<file path="config.mk">
export PLATFORM = sky130hd
export DESIGN_NAME = lcd_ctrl_flat
export DESIGN_NICKNAME = d
export VERILOG_FILES = /design/src/rtl/lcd_pkg.sv /design/src/rtl/lcd_ctrl_if.sv /design/src/rtl/lcd_fifo.sv /design/src/rtl/lcd_ctrl.sv /design/src/flat_wrapper.sv
export SDC_FILE = /design/constraint.sdc
export NUM_CORES = 1
export LEC_CHECK = 0
export ABC_CLOCK_PERIOD_IN_PS = 2900
export BUFFER_PORTS_ARGS = -buffer_cell sky130_fd_sc_hd__buf_2
export CORE_MARGIN = 3
export CORE_UTILIZATION = 40
export CTS_BUF_LIST = sky130_fd_sc_hd__clkbuf_4
export DETAILED_ROUTE_END_ITERATION = 7
export GPL_TIMING_DRIVEN = 1
export PLACE_DENSITY = 0.6
export SLEW_MARGIN = 20
export SYNTH_ARGS = -nofsm -noshare
export SYNTH_HDL_FRONTEND = slang
export SYNTH_SLANG_ARGS = --single-unit
</file>
<file path="constraint.sdc">
create_clock -name clock -period 2.9 [get_ports clock]
set_clock_uncertainty 0.1 [all_clocks]
set_input_delay 0.29 -clock clock [delete_from_list [all_inputs] [get_ports clock]]
set_output_delay 0.29 -clock clock [all_outputs]
set_load 0.1 [all_outputs]
</file>
<file path="src/rtl/lcd_pkg.sv">
// Shared definitions for the character-LCD controller.
// - state_e    : controller FSM states
// - INIT_CMDS  : power-up command table, entry 0 is sent first
// - CMD_*      : panel commands issued by the controller itself
// - CLEAR_CHAR : byte that, when pushed, clears the panel instead of printing
package lcd_pkg;

  typedef enum logic [2:0] {
    PWR,
    LOAD,
    SETUP,
    EN_HI,
    HOLD,
    WAIT,
    IDLE
  } state_e;

  localparam int unsigned CNT_W    = 20;
  localparam int unsigned INIT_LEN = 5;

  localparam logic [7:0] CMD_CLEAR  = 8'h01;
  localparam logic [7:0] CMD_LINE1  = 8'h80;
  localparam logic [7:0] CMD_LINE2  = 8'hC0;
  localparam logic [7:0] CLEAR_CHAR = 8'hFE;

  // Function set 8-bit/2-line, display on, clear, entry mode, home line 1.
  localparam logic [INIT_LEN-1:0][7:0] INIT_CMDS = {8'h80, 8'h06, 8'h01, 8'h0C, 8'h38};

  function automatic logic [7:0] init_cmd(input logic [2:0] idx);
    logic [7:0] cmd;
    cmd = 8'h00;
    for (int i = 0; i < int'(INIT_LEN); i++) begin
      if (idx == 3'(i)) cmd = INIT_CMDS[i];
    end
    return cmd;
  endfunction

endpackage

</file>
<file path="src/rtl/lcd_ctrl_if.sv">
// Processor push port and panel pins of the LCD controller.
// - lcd_write/lcd_data : push strobe and byte (bits [7:0] used)
// - fifo_full/init_done: status back to the processor
// - lcd_en/rs/rw/on/db : panel pins
// master = processor/panel side, slave = controller.
interface lcd_ctrl_if;
  logic        lcd_write;
  logic [31:0] lcd_data;
  logic        fifo_full;
  logic        init_done;
  logic        lcd_en;
  logic        lcd_rs;
  logic        lcd_rw;
  logic        lcd_on;
  logic [7:0]  lcd_db;

  modport master (
    output lcd_write, lcd_data,
    input  fifo_full, init_done, lcd_en, lcd_rs, lcd_rw, lcd_on, lcd_db
  );

  modport slave (
    input  lcd_write, lcd_data,
    output fifo_full, init_done, lcd_en, lcd_rs, lcd_rw, lcd_on, lcd_db
  );
endinterface

</file>
<file path="src/rtl/lcd_fifo.sv">
// 8-entry x 8-bit synchronous FIFO with first-word fall-through read.
// - clock, reset : rising-edge clock, async active-high reset (empties FIFO)
// - i_push/i_din : write strobe and byte; ignored while full
// - i_pop        : read strobe; ignored while empty
// - o_dout       : head entry, valid while !o_empty
// - o_full/o_empty
module lcd_fifo (
  input  logic       clock,
  input  logic       reset,
  input  logic       i_push,
  input  logic [7:0] i_din,
  input  logic       i_pop,
  output logic [7:0] o_dout,
  output logic       o_full,
  output logic       o_empty
);
  localparam int unsigned Depth = 8;

  logic [7:0] r_mem [Depth];
  logic [2:0] r_wr;
  logic [2:0] r_rd;
  logic [3:0] r_cnt;
  logic       w_push;
  logic       w_pop;

  assign o_full  = (r_cnt == 4'(Depth));
  assign o_empty = (r_cnt == 4'd0);
  // Full blocks a push even when a pop frees a slot in the same cycle.
  assign w_push  = i_push && !o_full;
  assign w_pop   = i_pop && !o_empty;
  assign o_dout  = r_mem[r_rd];

  always_ff @(posedge clock or posedge reset) begin
    if (reset) begin
      r_wr  <= 3'd0;
      r_rd  <= 3'd0;
      r_cnt <= 4'd0;
    end else begin
      if (w_push) r_wr <= r_wr + 3'd1;
      if (w_pop)  r_rd <= r_rd + 3'd1;
      case ({w_push, w_pop})
        2'b10:   r_cnt <= r_cnt + 4'd1;
        2'b01:   r_cnt <= r_cnt - 4'd1;
        default: r_cnt <= r_cnt;
      endcase
    end
  end

  always_ff @(posedge clock) begin
    if (w_push) r_mem[r_wr] <= i_din;
  end
endmodule

</file>
<file path="src/rtl/lcd_ctrl.sv">
// HD44780-style character LCD controller: power-up wait, init command
// sequence, then drains a byte FIFO to the panel with per-transfer timing
// SETUP(1) / EN_HI(EN_HIGH) / HOLD(1) / WAIT(CMD_WAIT or CLR_WAIT).
// - clock, reset : rising-edge clock, async active-high reset
// - bus          : lcd_ctrl_if slave (push port, status, panel pins)
module lcd_ctrl
  import lcd_pkg::*;
#(
  parameter int unsigned PWR_WAIT = 750000,
  parameter int unsigned EN_HIGH  = 16,
  parameter int unsigned CMD_WAIT = 2000,
  parameter int unsigned CLR_WAIT = 82000
) (
  input  logic       clock,
  input  logic       reset,
  lcd_ctrl_if.slave  bus
);
  localparam logic [CNT_W-1:0] PwrLast = CNT_W'(PWR_WAIT - 1);
  localparam logic [CNT_W-1:0] EnLast  = CNT_W'(EN_HIGH - 1);
  localparam logic [CNT_W-1:0] CmdLast = CNT_W'(CMD_WAIT - 1);
  localparam logic [CNT_W-1:0] ClrLast = CNT_W'(CLR_WAIT - 1);

  state_e           r_state, w_state_d;
  logic [CNT_W-1:0] r_cnt;
  logic [2:0]       r_idx, w_idx_d;
  logic [4:0]       r_col, w_col_d;
  logic [7:0]       r_db, w_db_d;
  logic             r_rs, w_rs_d;

  logic             w_pop, w_empty, w_init_done, w_line_pend;
  logic [7:0]       w_dout;
  logic [CNT_W-1:0] w_wait_last;
  logic             w_unused_data;

  lcd_fifo u_fifo (
    .clock   (clock),
    .reset   (reset),
    .i_push  (bus.lcd_write),
    .i_din   (bus.lcd_data[7:0]),
    .i_pop   (w_pop),
    .o_dout  (w_dout),
    .o_full  (bus.fifo_full),
    .o_empty (w_empty)
  );

  assign w_unused_data = ^bus.lcd_data[31:8];
  // Init index runs past the last table entry to mark completion.
  assign w_init_done   = (r_idx == 3'(INIT_LEN));
  // A data write that left the cursor at a line start owes a cursor command.
  assign w_line_pend   = r_rs && ((r_col == 5'd16) || (r_col == 5'd0));
  assign w_wait_last   = (!r_rs && (r_db == CMD_CLEAR)) ? ClrLast : CmdLast;

  always_comb begin
    w_state_d = r_state;
    w_idx_d   = r_idx;
    w_col_d   = r_col;
    w_db_d    = r_db;
    w_rs_d    = r_rs;
    w_pop     = 1'b0;
    unique case (r_state)
      PWR:   if (r_cnt == PwrLast) w_state_d = LOAD;
      LOAD: begin
        w_db_d    = init_cmd(r_idx);
        w_rs_d    = 1'b0;
        w_state_d = SETUP;
      end
      SETUP: w_state_d = EN_HI;
      EN_HI: if (r_cnt == EnLast) w_state_d = HOLD;
      HOLD:  w_state_d = WAIT;
      WAIT: begin
        if (r_cnt == w_wait_last) begin
          if (!w_init_done) begin
            w_idx_d   = r_idx + 3'd1;
            w_state_d = (r_idx == 3'(INIT_LEN - 1)) ? IDLE : LOAD;
          end else begin
            w_state_d = IDLE;
          end
        end
      end
      IDLE: begin
        if (w_line_pend) begin
          w_db_d    = (r_col == 5'd16) ? CMD_LINE2 : CMD_LINE1;
          w_rs_d    = 1'b0;
          w_state_d = SETUP;
        end else if (!w_empty) begin
          w_pop     = 1'b1;
          w_state_d = SETUP;
          if (w_dout == CLEAR_CHAR) begin
            w_db_d  = CMD_CLEAR;
            w_rs_d  = 1'b0;
            w_col_d = 5'd0;
          end else begin
            w_db_d  = w_dout;
            w_rs_d  = 1'b1;
            w_col_d = r_col + 5'd1;
          end
        end
      end
      default: w_state_d = PWR;
    endcase
  end

  always_ff @(posedge clock or posedge reset) begin
    if (reset) begin
      r_state <= PWR;
      r_cnt   <= '0;
      r_idx   <= 3'd0;
      r_col   <= 5'd0;
      r_db    <= 8'h00;
      r_rs    <= 1'b0;
    end else begin
      r_state <= w_state_d;
      // Counter restarts on every state entry.
      r_cnt   <= (w_state_d != r_state) ? '0 : r_cnt + CNT_W'(1);
      r_idx   <= w_idx_d;
      r_col   <= w_col_d;
      r_db    <= w_db_d;
      r_rs    <= w_rs_d;
    end
  end

  assign bus.lcd_en    = (r_state == EN_HI);
  assign bus.lcd_rs    = r_rs;
  assign bus.lcd_db    = r_db;
  assign bus.lcd_rw    = 1'b0;
  assign bus.lcd_on    = 1'b1;
  assign bus.init_done = w_init_done;
endmodule

</file>
<file path="src/flat_wrapper.sv">
// flat-port wrapper written by rule: the top's interface ports become plain ports
module lcd_ctrl_flat import lcd_pkg::*;
#(
  parameter int unsigned PWR_WAIT = 750000,
  parameter int unsigned EN_HIGH  = 16,
  parameter int unsigned CMD_WAIT = 2000,
  parameter int unsigned CLR_WAIT = 82000
)
  (clock, reset, bus_lcd_write, bus_lcd_data, bus_fifo_full, bus_init_done, bus_lcd_en, bus_lcd_rs, bus_lcd_rw, bus_lcd_on, bus_lcd_db);
  lcd_ctrl_if bus_i ();
  input  logic clock;
  input  logic reset;
  input wire logic [$bits(bus_i.lcd_write)-1:0] bus_lcd_write;
  input wire logic [$bits(bus_i.lcd_data)-1:0] bus_lcd_data;
  output wire logic [$bits(bus_i.fifo_full)-1:0] bus_fifo_full;
  output wire logic [$bits(bus_i.init_done)-1:0] bus_init_done;
  output wire logic [$bits(bus_i.lcd_en)-1:0] bus_lcd_en;
  output wire logic [$bits(bus_i.lcd_rs)-1:0] bus_lcd_rs;
  output wire logic [$bits(bus_i.lcd_rw)-1:0] bus_lcd_rw;
  output wire logic [$bits(bus_i.lcd_on)-1:0] bus_lcd_on;
  output wire logic [$bits(bus_i.lcd_db)-1:0] bus_lcd_db;
  assign bus_i.lcd_write = bus_lcd_write;
  assign bus_i.lcd_data = bus_lcd_data;
  assign bus_fifo_full = bus_i.fifo_full;
  assign bus_init_done = bus_i.init_done;
  assign bus_lcd_en = bus_i.lcd_en;
  assign bus_lcd_rs = bus_i.lcd_rs;
  assign bus_lcd_rw = bus_i.lcd_rw;
  assign bus_lcd_on = bus_i.lcd_on;
  assign bus_lcd_db = bus_i.lcd_db;
  lcd_ctrl #(.PWR_WAIT(PWR_WAIT), .EN_HIGH(EN_HIGH), .CMD_WAIT(CMD_WAIT), .CLR_WAIT(CLR_WAIT)) u_core (.clock(clock), .reset(reset), .bus(bus_i));
endmodule
</file>
# Word-level counts from Yosys, hierarchy flattened
# Memory sizes are Yosys's and may differ from the RTL's.
# Cells that the tools add are included.
# op_classes
addsub,7
n_eq_ne,22
muxes,31
bitwise_logic,3
reduce_logical,17
# ops
op,count
$mux W8,4
$mux W6,4
$mux W3,7
$pmux W3 S7,1
$add A20 B1 Y20 const B,1
$eq A20 B20 Y1,1
$eq A20 B20 Y1 const B,1
$eq A20 B4 Y1 const B,1
$mux W20,1
$mux W17,1
$pmux W8 S2,1
$eq A3 B3 Y1 const B,5
$eq A3 B2 Y1 const B,4
$add A3 B1 Y3 const B,3
$eq A8 B1 Y1 const B,1
$eq A8 B8 Y1 const B,1
$mux W1,8
$pmux W4 S2,1
$mux W7,1
$eq A3 B1 Y1 const B,2
$logic_not A3 Y1,2
$reduce_and A3 Y1,2
$add A5 B1 Y5 const B,1
$eq A5 B5 Y1 const B,1
17 further kinds,25
# totals
ff_bits,50
ramBits,64
in_bits,35
word_cells,90
memories,1
# mem_list
memory,words,width,rd,rd_clocked_by_memory_dff,wr,line,source
u_core.u_fifo.r_mem,8,8,1,0,1,lcd_fifo.sv:19,logic [7:0] r_mem [Depth];

# Logic depth before layout (Yosys ltp)
# logic_depth
ltp_word,8
depth_mapped,13

# Hierarchy
# From an unflattened synthesis, not the netlist that was laid out.
# unflattened
cells_unflattened,416
hier_area_um2,5456.5
# modules_own_cells
module,instances,cells_per_inst,area_each_um2,seq_area_each_um2
lcd_fifo,1,161,3135.5,2172.1
lcd_ctrl,1,255,2321.0,1001.0

# Least setup slack after synthesis
# Ideal clock, no wire load.
# synth_timing
kind,reg2reg
from,reg u_core.r_rs (netlist: u_core.bus.lcd_rs)
to,reg u_core.u_fifo.r_cnt[3]
setup_ns,0.125
arrival_time_ns,3.035
required_time_ns,2.675
slack_ns,-0.360
path_stages_with_launch,12
path_buffers,0
period_less_slack_ns,3.260
path_cell_list,dfrtp_1 nor4bb_1 o31ai_1 a21o_1 inv_1 ha_1 ha_1 a21o_1 a21oi_1 xnor2_1 nor2_1 xor2_1
# synth_via
elab_chain_cells,6
# synth_rtl
item,line,source
start: declaration,lcd_ctrl.sv:28,"logic r_rs, w_rs_d;"
start signal: assignment,lcd_ctrl.sv:118,r_rs <= w_rs_d;
$logic_and A1 B1 Y1 *,lcd_ctrl.sv:50,assign w_line_pend = r_rs && ((r_col == 5'd16) || (r_col == 5'd0));
$mux W1 *,lcd_ctrl.sv:81,if (w_line_pend) begin
$mux W1 *,lcd_ctrl.sv:60,unique case (r_state)
$logic_and A1 B1 Y1 *,lcd_fifo.sv:30,assign w_pop = i_pop && !o_empty;
named net u_core.u_fifo.w_pop,lcd_fifo.sv:24,logic w_pop;
$eq A2 B1 Y1 or $eq A2 B2 Y1 (tied branches),lcd_fifo.sv:41,"case ({w_push, w_pop})"
$pmux W4 S2 or $reduce_bool A2 Y1 (tied branches),n/a,
end signal: assignment,lcd_fifo.sv:42,2'b10: r_cnt <= r_cnt + 4'd1;
end signal: assignment,lcd_fifo.sv:43,2'b01: r_cnt <= r_cnt - 4'd1;
end signal: assignment,lcd_fifo.sv:44,default: r_cnt <= r_cnt;
end: declaration,lcd_fifo.sv:22,logic [3:0] r_cnt;
# Mark *: on every way through the listed nets, which the timed path passes. The rest lies on a longest branch.
# A chain may end at the register's enable or synchronous reset.

# Worst setup path in the final report
# layout_timing
from,reg u_core.u_fifo.r_rd[0]
to,reg u_core.r_db[7] (netlist: u_core.bus.lcd_db[7])
# layout_via
elab_chain_cells,6
# layout_rtl
item,line,source
start: declaration,lcd_fifo.sv:21,logic [2:0] r_rd;
start signal: assignment,lcd_fifo.sv:40,if (w_pop) r_rd <= r_rd + 3'd1;
$mem_v2 Z8 W8 *,n/a,
$eq A8 B8 Y1,lcd_ctrl.sv:88,if (w_dout == CLEAR_CHAR) begin
$mux W8 *,lcd_ctrl.sv:88,
$mux W8 *,lcd_ctrl.sv:85,end else if (!w_empty) begin
$mux W8 *,lcd_ctrl.sv:81,
$pmux W8 S2 *,lcd_ctrl.sv:60,
end signal: assignment,lcd_ctrl.sv:117,r_db <= w_db_d;
end: declaration,lcd_ctrl.sv:27,"logic [7:0] r_db, w_db_d;"
# Every way passes the cells marked *; elsewhere a longest branch is shown, timed or not. The select of a mux whose other input is x is not followed.

==> out/results.tsv <==
stage	metric	value	unit
global_routing	grt-busiest-layer	met2	
power	powerDensity	584	nW/um^2
worst_setup_path	reg2regPathDepth	6	
sta	fmax	375	MHz
worst_setup_path	rr_endpoint	u_core.bus.lcd_db[7]$_DFFE_PP0P_	
global_routing	met1_usage	0.225	
cts	cts.sinks	114	
sta	rsz0062_at_grt	no	
die	rows	42	
synthesis	ys_async_sr_fraction	0.439	
worst_setup_path	reg2reg_setup_slack	0.23	ns
worst_setup_path	crit_buf_inv	1	
layout	design_area	6310	sq um
die	placeableCoreArea	13300	sq um
min_path	min_path_type	input port to flop	
layout	num-nets-final	517	
cts	cts_made_buffers	17	
synthesis	yosysSeqAreaShare	0.582	
detailed_routing	drc	0	
sta	drv_slew	0	
detailed_routing	routed_wl	11300	microns
synthesis	ys_seq_elements	114	
sta	finalCritPeriodShare	0.919	
min_path	whs_endpoint	u_core.u_fifo.r_wr[1]$_DFFE_PP0P_	
detailed_routing	drt_iter0_markers	285	
detailed_routing	viasPerCell	5.46	
die	initial_utilization	0.410	
worst_setup_path	crit_required	3.28	ns
worst_setup_path	cp.depth	6	
detailed_routing	avgRoutedWirePerCell	17.2	microns
cts	clock-root-buffer	clkbuf_4	
worst_setup_path	worstSetupEndpointType	flop	
worst_setup_path	start_kind	flop	
worst_setup_path	crit_fanout	10	
die	die_h	123	microns
synthesis	synth_cell_types	61	
cts	insertion_delay	0.53	ns
cts	cts-htree-levels	4	
synthesis	ys.flop_type	edfxtp_1	
outcome	outcome	finished clean	
worst_setup_path	slowest_delay	0.59	ns
place	place_hpwl	7780	microns
power	max-vdd-ir-drop	0.000481	V
layout	syn_to_final_growth	15.6	%
synthesis	syn_area	5460	sq um
worst_setup_path	worstPathCellList	buf_4 > mux4_1 > mux2i_1 > nor4_2 > a2111oi_0 > a211o_1	
synthesis	ys_warn_count	0	
global_routing	grt_pass1_wl	18700	microns
synthesis	synth_edf_count	64	
worst_setup_path	crit_family	multiplexers	
global_routing	gr-total-overflow	0	
layout	antennaDiodeCount	0	
die	dieArea	15100	sq um
sta	relSlewSlack	0.514	
place	io_buffers	22	
cts	clockBufferDepth	2	
sta	final-setup-viol-count	0	
worst_setup_path	critPathArrivalTime	3.05	ns
die	io_pins	49	
synthesis	avgSynthCellArea	13.2	sq um
global_routing	antenna_found_initial	0	
worst_setup_path	regToRegStartpoint	u_core.u_fifo.r_rd[0]$_DFFE_PP0P_	
sta	setup_tns	0	ns
min_path	min_path_cells	4	
global_routing	grtUsageMet3	0.0479	
die	die_x	123	microns
sta	worstMarginPinSlew	0.725	ns
power	power.leakage	2.39	nW
layout	drive_gt1_frac	0.227	
detailed_routing	ant_nets	0	
synthesis	syn_nets	461	
cts	cts_tree	built	
global_routing	use_met2	0.249	
place	placed_area	5890	sq um
global_routing	grt_max_degree	21	
worst_setup_path	crit_type	flop to flop	
detailed_routing	dr.pass1.iters	4	
worst_setup_path	cpMaxStageDelayCell	mux4_1	
job	cap_violations	0	
sta	hold_violations	0	
cts	clkSlewWorstSetupHoldPaths	0.11	ns
global_routing	first_global_vias	3561	
synthesis	netlist_instances	412	
detailed_routing	via_count	3587	
place	routabilityCongestion	0.794	
min_path	min_from	bus_lcd_write	
global_routing	grt_use_total	0.165	
sta	layout_min_cycle_time	2.67	ns
per-layer routing:
metal  part of all wire  wire [microns]  vias up
li1                   -               -     1707
met1               0.45            5100     1785
met2               0.49            5520       80
met3              0.044             500       15
met4              0.017             191        0
met5                  0               0        -
state kept, by name (all words and copies together), names as in the netlist:
name                 count
u_core.bus.lcd_rs        1
u_core.r_cnt            20
u_core.u_fifo.r_rd       3
u_core.r_state           3
u_core.u_fifo.r_wr       3
u_core.u_fifo.r_cnt      4
u_core.u_fifo.r_mem     64
u_core.bus.lcd_db        8
u_core.r_idx             3
u_core.r_col             5
metrics by stage:
step / worst slack, ns / util / hold WS [ns] / cells / total power (W)
2_1_floorplan: 0.00296 / - / 0.289 / 412 / 0.00232
3_3_place_gp: 0.100 / 0.443 / 0.205 / 615 / 0.00248
3_5_place_dp: 0.0416 / 0.443 / 0.209 / 615 / 0.00251
4_1_cts: 0.0113 / 0.472 / 0.0238 / 656 / 0.00373
5_1_grt: 0.0193 / 0.474 / 0.0331 / 657 / 0.00389
6_report: 0.234 / 0.474 / 0.0613 / 657 / 0.00368
worst reg2reg max path: stages, from the launching register on:
cell and delay [ns]:
dfrtp_1 0.49, buf_4 0.28, mux4_1 0.60, mux2i_1 0.31, nor4_2 0.14, a2111oi_0 0.53, a211o_1 0.18
worst max-delay path by stage:
stage / from / to / slack, ns
2_1_floorplan: u_core.bus.lcd_rs$_DFFE_PP0P_ / u_core.u_fifo.r_cnt[3]$_DFFE_PP0P_ / 0.003
3_3_place_gp: u_core.r_col[0]$_DFFE_PP0P_ / u_core.r_cnt[9]$_DFF_PP0_ / 0.10
3_5_place_dp: u_core.r_col[0]$_DFFE_PP0P_ / u_core.u_fifo.r_cnt[3]$_DFFE_PP0P_ / 0.04
4_1_cts: u_core.r_col[0]$_DFFE_PP0P_ / u_core.u_fifo.r_cnt[3]$_DFFE_PP0P_ / 0.01
5_1_grt: u_core.r_col[0]$_DFFE_PP0P_ / u_core.u_fifo.r_cnt[3]$_DFFE_PP0P_ / 0.02
6_report: u_core.u_fifo.r_rd[0]$_DFFE_PP0P_ / u_core.bus.lcd_db[7]$_DFFE_PP0P_ / 0.23
cells in the mapped netlist (2+ instances only):
library cell	n	area share
edfxtp_1	64	0.35
dfrtp_1	50	0.23
nor2_1	27	0.019
a2111oi_0	22	0.035
nand2_1	21	0.014
inv_1	16	0.011
clkbuf_1	14	0.0096
xnor2_1	14	0.022
ha_1	13	0.030
nand3_1	13	0.012
xor2_1	13	0.021
mux4_2	11	0.045
nor3_1	11	0.010
nor4_1	10	0.011
o21ai_0	10	0.0092
nand4_1	9	0.010
mux2i_1	8	0.015
nand2b_1	7	0.0080
a21oi_1	5	0.0046
and2_1	5	0.0057
mux4_1	5	0.024
a221o_1	4	0.0073
a21o_1	3	0.0041
a22o_1	3	0.0048
buf_2	3	0.0028
nor2b_1	3	0.0034
or4_1	3	0.0041
a211o_1	2	0.0032
a31oi_1	2	0.0023
and3_1	2	0.0023
and4_1	2	0.0032
buf_4	2	0.0028
buf_6	2	0.0041
conb_1	2	0.0014
nor4_2	2	0.0046
nor4bb_1	2	0.0037
or2_2	2	0.0023
or3_1	2	0.0023
kinds of logic (layout without fill, tap and decap cells):
kind of cell | after synthesis | count (layout) | synth area share
xor+xnor | 27 | 27 | 0.0433
mux | 27 | 27 | 0.0915
buf+inv | 40 | 109 | 0.0344
compound gates | 62 | 62 | 0.0885
flops | 114 | 114 | 0.582
other cells | 2 | 2 | 0.00138
fa+ha+maj | 14 | 14 | 0.0335
simple gates | 126 | 126 | 0.126
cells in the final DEF, fill, tap and decap left out, types with 3 or more instances in the layout:
cell type / count
ha_1: 12
nand3_1: 13
xor2_1: 13
nand2_1: 21
mux2i_1: 8
a21o_1: 3
buf_4: 29
and2_1: 5
nand4_1: 9
dlygate4sd3_1: 9
mux4_1: 5
dfrtp_1: 49
buf_2: 22
o21ai_0: 10
nand2b_1: 6
a221o_1: 4
inv_1: 15
a2111oi_0: 22
clkinv_1: 4
nor4_1: 9
a22o_1: 3
xnor2_1: 14
nor3_1: 11
edfxtp_1: 64
a21oi_1: 4
clkinv_2: 3
mux4_2: 11
bufinv_16: 3
or4_1: 3
nor2_1: 27
nor4_2: 3
clkbuf_4: 20
repair_timing:
action                     CTS  global route
gates resized for setup      0             5
hold buffers                 9             0
setup endpoints to repair    0             1
hold endpoints to repair    79             0
buffers inserted             0             1
layout make-up:
type / instances / area, sq um
multi-input cells: 258 / 2140
inverters: 17 / 63.8
well taps: 176 / 220
clock inverters: 12 / 141
flip-flops and latches: 114 / 3170
fillers: 1182 / 6990
repair buffers: 60 / 418
clock buffers: 20 / 150
report_power, final:
part	internal [W]	leakage, nW	switching (W)
logic	0.000188	0.980	0.000297
registers	0.00190	1.25	0.0000884
clock network	0.000615	0.159	0.000595
total	0.00270	2.39	0.000980
(Power assumes the default switching activity.)
